File: src/rtl/hex_disp_pkg.sv
// Shared 7-segment display types and the nibble-to-glyph decoder.
// Combinational helpers only; no latency and no backpressure.
package hex_disp_pkg;

    typedef enum logic [1:0] {IDLE, SHOW, SEEK} sched_state_t;

    localparam logic [6:0] SEG_BLANK = 7'h7F;

    // Active-low segments, bit order {g,f,e,d,c,b,a}
    function automatic logic [6:0] nibble_to_seg(input logic [3:0] n);
        logic [6:0] seg;
        case (n)
            4'h0: seg = 7'h40;
            4'h1: seg = 7'h79;
            4'h2: seg = 7'h24;
            4'h3: seg = 7'h30;
            4'h4: seg = 7'h19;
            4'h5: seg = 7'h12;
            4'h6: seg = 7'h02;
            4'h7: seg = 7'h78;
            4'h8: seg = 7'h00;
            4'h9: seg = 7'h10;
            4'hA: seg = 7'h08;
            4'hB: seg = 7'h03;
            4'hC: seg = 7'h46;
            4'hD: seg = 7'h21;
            4'hE: seg = 7'h06;
            default: seg = 7'h0E;
        endcase
        return seg;
    endfunction

endpackage

File: src/rtl/dwell_timer.sv
// Dwell counter: counts enabled cycles and flags the last one of each DWELL window.
// expire is combinational from the count; wraps to zero after expiry; clr wins over en.
// No backpressure: en simply freezes the count.
module dwell_timer #(
    parameter int DWELL = 50_000_000
) (
    input  logic clk,
    input  logic reset,
    input  logic clr,
    input  logic en,
    output logic expire
);
    localparam int W = $clog2(DWELL);
    localparam logic [W-1:0] LAST = W'(DWELL - 1);

    logic [W-1:0] cnt;

    assign expire = (cnt == LAST);

    always_ff @(posedge clk) begin
        if (reset || clr)
            cnt <= '0;
        else if (en)
            cnt <= expire ? '0 : cnt + 1'b1;
    end

endmodule

File: src/rtl/hex_display_sched.sv
// Round-robin scheduler time-sharing the HEX displays between NSRC sources, with hold/advance.
// Segments lag the shown source's data by 2 cycles; SEEK examines one candidate per cycle.
// hold freezes the dwell and masks adv; optional HEX_ZERO_BLANK_EN blanks leading zero digits.
module hex_display_sched
    import hex_disp_pkg::*;
#(
    parameter int NSRC   = 4,
    parameter int DIGITS = 6,
    parameter int DWELL  = 50_000_000
) (
    input  logic                       clk,
    input  logic                       reset,
    input  logic [NSRC*DIGITS*4-1:0]   src_data,
    input  logic [NSRC-1:0]            src_valid,
    input  logic                       hold,
    input  logic                       adv,
    output logic [$clog2(NSRC)-1:0]    cur_src,
    output logic                       showing,
    output logic [DIGITS*7-1:0]        hex_out
);
    localparam int SW = $clog2(NSRC);
    localparam int DW = DIGITS * 4;
    localparam int HW = DIGITS * 7;
    localparam logic [SW-1:0] LAST_SRC = SW'(NSRC - 1);

    sched_state_t state, state_nxt;
    logic [SW-1:0] cand;
    logic [SW-1:0] tried;
    logic [DW-1:0] snapshot;
    logic          expire;
    logic          leave_show;
    logic          cand_hit;

    function automatic logic [SW-1:0] wrap_inc(input logic [SW-1:0] i);
        return (i == LAST_SRC) ? '0 : i + 1'b1;
    endfunction

    function automatic logic [HW-1:0] render(input logic [DW-1:0] v);
        logic [HW-1:0] res;
`ifdef HEX_ZERO_BLANK_EN
        logic lead;
        lead = 1'b1;
`endif
        res = '0;
        for (int d = DIGITS - 1; d >= 0; d--) begin
`ifdef HEX_ZERO_BLANK_EN
            if (lead && d != 0 && v[d*4 +: 4] == 4'h0) begin
                res[d*7 +: 7] = SEG_BLANK;
            end else begin
                lead = 1'b0;
                res[d*7 +: 7] = nibble_to_seg(v[d*4 +: 4]);
            end
`else
            res[d*7 +: 7] = nibble_to_seg(v[d*4 +: 4]);
`endif
        end
        return res;
    endfunction

    assign cand_hit   = src_valid[cand];
    // A vanished source forces a reseek even under hold
    assign leave_show = !src_valid[cur_src] || (!hold && (expire || adv));

    dwell_timer #(.DWELL(DWELL)) u_dwell (
        .clk    (clk),
        .reset  (reset),
        .clr    (state == SEEK && cand_hit),
        .en     (state == SHOW && !hold),
        .expire (expire)
    );

    always_ff @(posedge clk) begin
        if (reset)
            state <= IDLE;
        else
            state <= state_nxt;
    end

    always_comb begin
        state_nxt = state;
        case (state)
            IDLE: if (|src_valid) state_nxt = SEEK;
            SEEK: begin
                if (cand_hit)
                    state_nxt = SHOW;
                else if (tried == LAST_SRC)
                    state_nxt = IDLE;
            end
            SHOW: if (leave_show) state_nxt = SEEK;
            default: state_nxt = IDLE;
        endcase
    end

    always_comb begin
        showing = (state == SHOW);
    end

    always_ff @(posedge clk) begin
        if (reset) begin
            cur_src  <= '0;
            cand     <= '0;
            tried    <= '0;
            snapshot <= '0;
            hex_out  <= {DIGITS{SEG_BLANK}};
        end else begin
            case (state)
                IDLE: begin
                    cand    <= cur_src;
                    tried   <= '0;
                    hex_out <= {DIGITS{SEG_BLANK}};
                end
                SEEK: begin
                    if (cand_hit) begin
                        cur_src  <= cand;
                        snapshot <= src_data[int'(cand)*DW +: DW];
                    end else begin
                        cand  <= wrap_inc(cand);
                        tried <= tried + 1'b1;
                    end
                end
                SHOW: begin
                    snapshot <= src_data[int'(cur_src)*DW +: DW];
                    hex_out  <= render(snapshot);
                    if (leave_show) begin
                        cand  <= wrap_inc(cur_src);
                        tried <= '0;
                    end
                end
                default: begin
                    cand <= cur_src;
                end
            endcase
        end
    end

endmodule

File: config.mk
export PLATFORM = sky130hd
export DESIGN_NAME = hex_display_sched
export DESIGN_NICKNAME = d
export VERILOG_FILES = /design/src/rtl/hex_disp_pkg.sv /design/src/rtl/dwell_timer.sv /design/src/rtl/hex_display_sched.sv
export SDC_FILE = /design/constraint.sdc
export NUM_CORES = 1
export LEC_CHECK = 0
export BUFFER_PORTS_ARGS = -buffer_cell sky130_fd_sc_hd__buf_4
export CORE_MARGIN = 5
export CORE_UTILIZATION = 25
export CTS_BUF_LIST = sky130_fd_sc_hd__clkbuf_8
export CTS_CLUSTER_SIZE = 30
export DETAILED_ROUTE_END_ITERATION = 6
export GPL_TIMING_DRIVEN = 0
export SETUP_SLACK_MARGIN = 0.05
export SKIP_CTS_REPAIR_TIMING = 1
export SLEW_MARGIN = 20
export SYNTH_ARGS = -nofsm -noshare
export SYNTH_HDL_FRONTEND = slang
export SYNTH_SLANG_ARGS = --single-unit
File: constraint.sdc
create_clock -name clk -period 3.1 [get_ports clk]
set_input_delay 0.155 -clock clk [delete_from_list [all_inputs] [get_ports clk]]
set_output_delay 0.155 -clock clk [all_outputs]
set_load 0.005 [all_outputs]
==> reports/results.txt <==
Share of cells above drive strength 1 = 0.3355
DRC violations left = 0
Reg power frac = 0.251
Yosys top cell by area = dfxtp_1
Average size of a mapped cell = 9.049 um^2
Yosys top cell area share = 0.3705
Max-slew violation count = 0
Site Rows = 64
Vias = 7168
Clock Latency Late Sink = 0.47 ns
Synth async-reset ratio = 0
Mapped Cells = 848
Worst slew pin tran = 0.9476 ns
Vias per inst = 4.850
Seq/Total Area, Yosys = 0.3705
I/O Buffers = 148
Met2 WL post-DR = 13000 um
MaxCap Viol Count = 0
Htree depth = 4
1st-iter DRT viols = 548
Start point of the worst min-delay path = src_valid[0]
Met3 routed WL = 1378 um
Drt total wl = 25680 um
CP Launch Type = flip-flop
Final GP Congestion = 0.8479
Power Internal = 5.666 mW
Drt first pass iters = 7
Worst relative slew slack = 0.3683
Antenna violations before repair = 0
Comb pwr share = 0.598
Worst-path maximum fanout = 6
Max VDD drop = 0.3509 mV
Synth area leaders = dfxtp_1 (37%), mux4_2 (8.2%), ha_1 (6.4%), nor2_1 (6.1%), nor3b_1 (4.6%)
Post-Place Setup Slack = -0.8812 ns
Leak Pwr = 4.095 nW
Clk root buf = clkbuf_8
Fin crit share = 1.029
Met1 wire length = 10910 um
WHS Path Cells = 4
R2R cell count = 12
Library cells used by synthesis = 65
Cell area after synthesis = 7674 um^2
Detailed Place HPWL = 18660 um
Die area = 34300 um^2
CP cell instances = inv_4, ha_4, buf_8, mux2i_4, buf_12, buf_12, buf_12, mux4_2, a22oi_2, ha_1, or3_4, a21oi_2
Post-synth net total = 991
Clk buf depth = 2
Total CTS buffers = 17
CP max stage cell = mux4_2
NetSw = 4.268 mW
GRT overflow = 0
FF+latch count, synth = 142
Cell mode on critical path = buf_12
Number of global-route vias before repair = 6810
Global Route Usage Sum = 0.1395
Largest net degree at the start of global routing = 17
Critical Path AT = 3.58 ns
Core area = 30430 um^2
Failing checks = setup timing
CTS tree = yes
Hold Path End = state[0]
Slowest cell delay on critical path = 0.54 ns
Worst Path Required = 3.49 ns
Final setup vio count = 5
Placed Instances = 1392
Area Overhead vs Synth = 39.65%
RSZ-0062 raised after global routing = true
R2R Setup Slk = -0.09 ns
Placed cell area = 9359 um^2
Setup TNS = -0.2840 ns
Worst Skew = 0.01865 ns
WS Path Type = flip-flop to flip-flop
Status = complete, but fails checks
Die Y = 185.2 um
Initial Util = 0.2522
CP top delay family = multiplexers
First-pass GRT wire length = 37140 um
Critical Path End Type = flip-flop
Die outline width = 185.2 um
Most used flip-flop cell after synthesis = dfxtp_1
Syn. warnings = 0
Clock Power Share = 0.151
Final instance area = 10720 um^2
IO Pins = 149
Final ANT Viol Nets = 0
Setup ws final = -0.08899 ns
Number of nets in the layout = 1212
Fill cells = 3118
Uppermost layer routed = met4
CTS sink cnt = 142
PwrDens = 926.9 nW/um^2
Min Tclk post-route = 3.189 ns
Number of flops mapped to enable cells by yosys = 0
WP buf/inv = 5
Switching share of power = 0.4296
Drt wl/cell = 17.38 um
Final Non-Filler Cells = 1478
Ant. Diodes = 0
Clk pin slew, worst setup/hold paths = 0.09 ns
Tightest Hold Check Type = input port to flip-flop
Reg-to-reg startpoint = state[1]
Peak Freq = 0.3136 GHz
Final hold vios = 0
synthesized netlist by cell type, drive strengths merged (20+ instances only):
library cell  number
dfxtp            142
inv               38
nor3              27
ha                39
clkbuf            33
o21ai             57
a21oi             46
mux2i             39
xnor2             20
nand2             51
nor2             127
mux4              28
nor3b             47
power groups by stage:
stage	Sequential (mW)	Clock [mW]	Combinational [mW]
floorplan	2.45	0	3.35
finish	2.49	1.50	5.95
detailed placement	2.51	0	4.64
CTS	2.47	1.52	4.67
global placement	2.50	0	4.60
global route	2.53	1.61	6.42
worst min-delay path: cells and delay by family:
kind / cells / cell delay (ns)
AOI/OAI and AO/OA: 3 / 0.32
buffers and inverters: 1 / 0.10
cell usage in the layout, fill, tap and decap left out, drive strengths merged, types with 4 or more instances in the layout:
master,count
buf,216
mux2i,39
nor3,27
clkinv,4
dfxtp,142
clkbuf,51
nand4,8
nor3b,47
o32ai,4
o211ai,8
a211oi,5
a22oi,7
xor2,14
o22ai,5
o21ai,57
nor2,127
mux4,28
or4,5
nand2,51
nand3,10
nor2b,10
a21oi,46
a211o,4
a22o,4
inv,45
xnor2,20
ha,39
layer usage:
metal  vias to the layer above  GRT usage
met5                         -          0
met4                         0    0.04257
met3                        27    0.02965
met2                       238     0.2361
met1                      3421     0.1787
li1                       3482          -
area by class of cell:
class | instances | area (um^2) | share of cell area
multi-input cells | 621 | 4920 | 0.4591
well taps | 396 | 495.5 | 0.04623
repair buffers | 203 | 1615 | 0.1507
clock inverters | 14 | 145.1 | 0.01354
inverters | 38 | 147.6 | 0.01378
clock buffers | 18 | 247.7 | 0.02312
flip-flops and latches | 142 | 2848 | 0.2657
plain buffers | 46 | 297.8 | 0.02779
cell families (layout without fill, tap and decap cells):
logic type | after synthesis | count (layout) | synth area share
simple gates | 309 | 309 | 0.2009
flops | 142 | 142 | 0.3705
fa+ha+maj | 39 | 39 | 0.06359
mux | 70 | 70 | 0.1394
xor+xnor | 34 | 34 | 0.03881
buf+inv | 85 | 319 | 0.04566
compound gates | 169 | 169 | 0.1412
per-stage QoR:
stage          total power, mW  hold WS (ns)  utilization
5_1_grt                  10.56        0.1598       0.3522
2_1_floorplan            5.795        0.4477            -
3_3_place_gp             7.096        0.4581       0.3076
3_5_place_dp             7.149        0.4754       0.3076
6_report                 9.934        0.1637       0.3522
4_1_cts                  8.658        0.1433       0.3205
worst max-delay path by stage:
stage / slack, ns / endpoint / from / depth (start not counted)
final: -0.09 / flip-flop / state[1] / 12
after global routing: -0.20 / flip-flop / state[1] / 12
after CTS: -0.92 / flip-flop / state[0] / 13
after detailed placement: -0.88 / flip-flop / state[0] / 13
after global placement: -0.86 / flip-flop / state[0] / 13
after floorplan: 0.04 / flip-flop / state[0] / 11
Note: power is estimated with default switching activity, not from simulation.
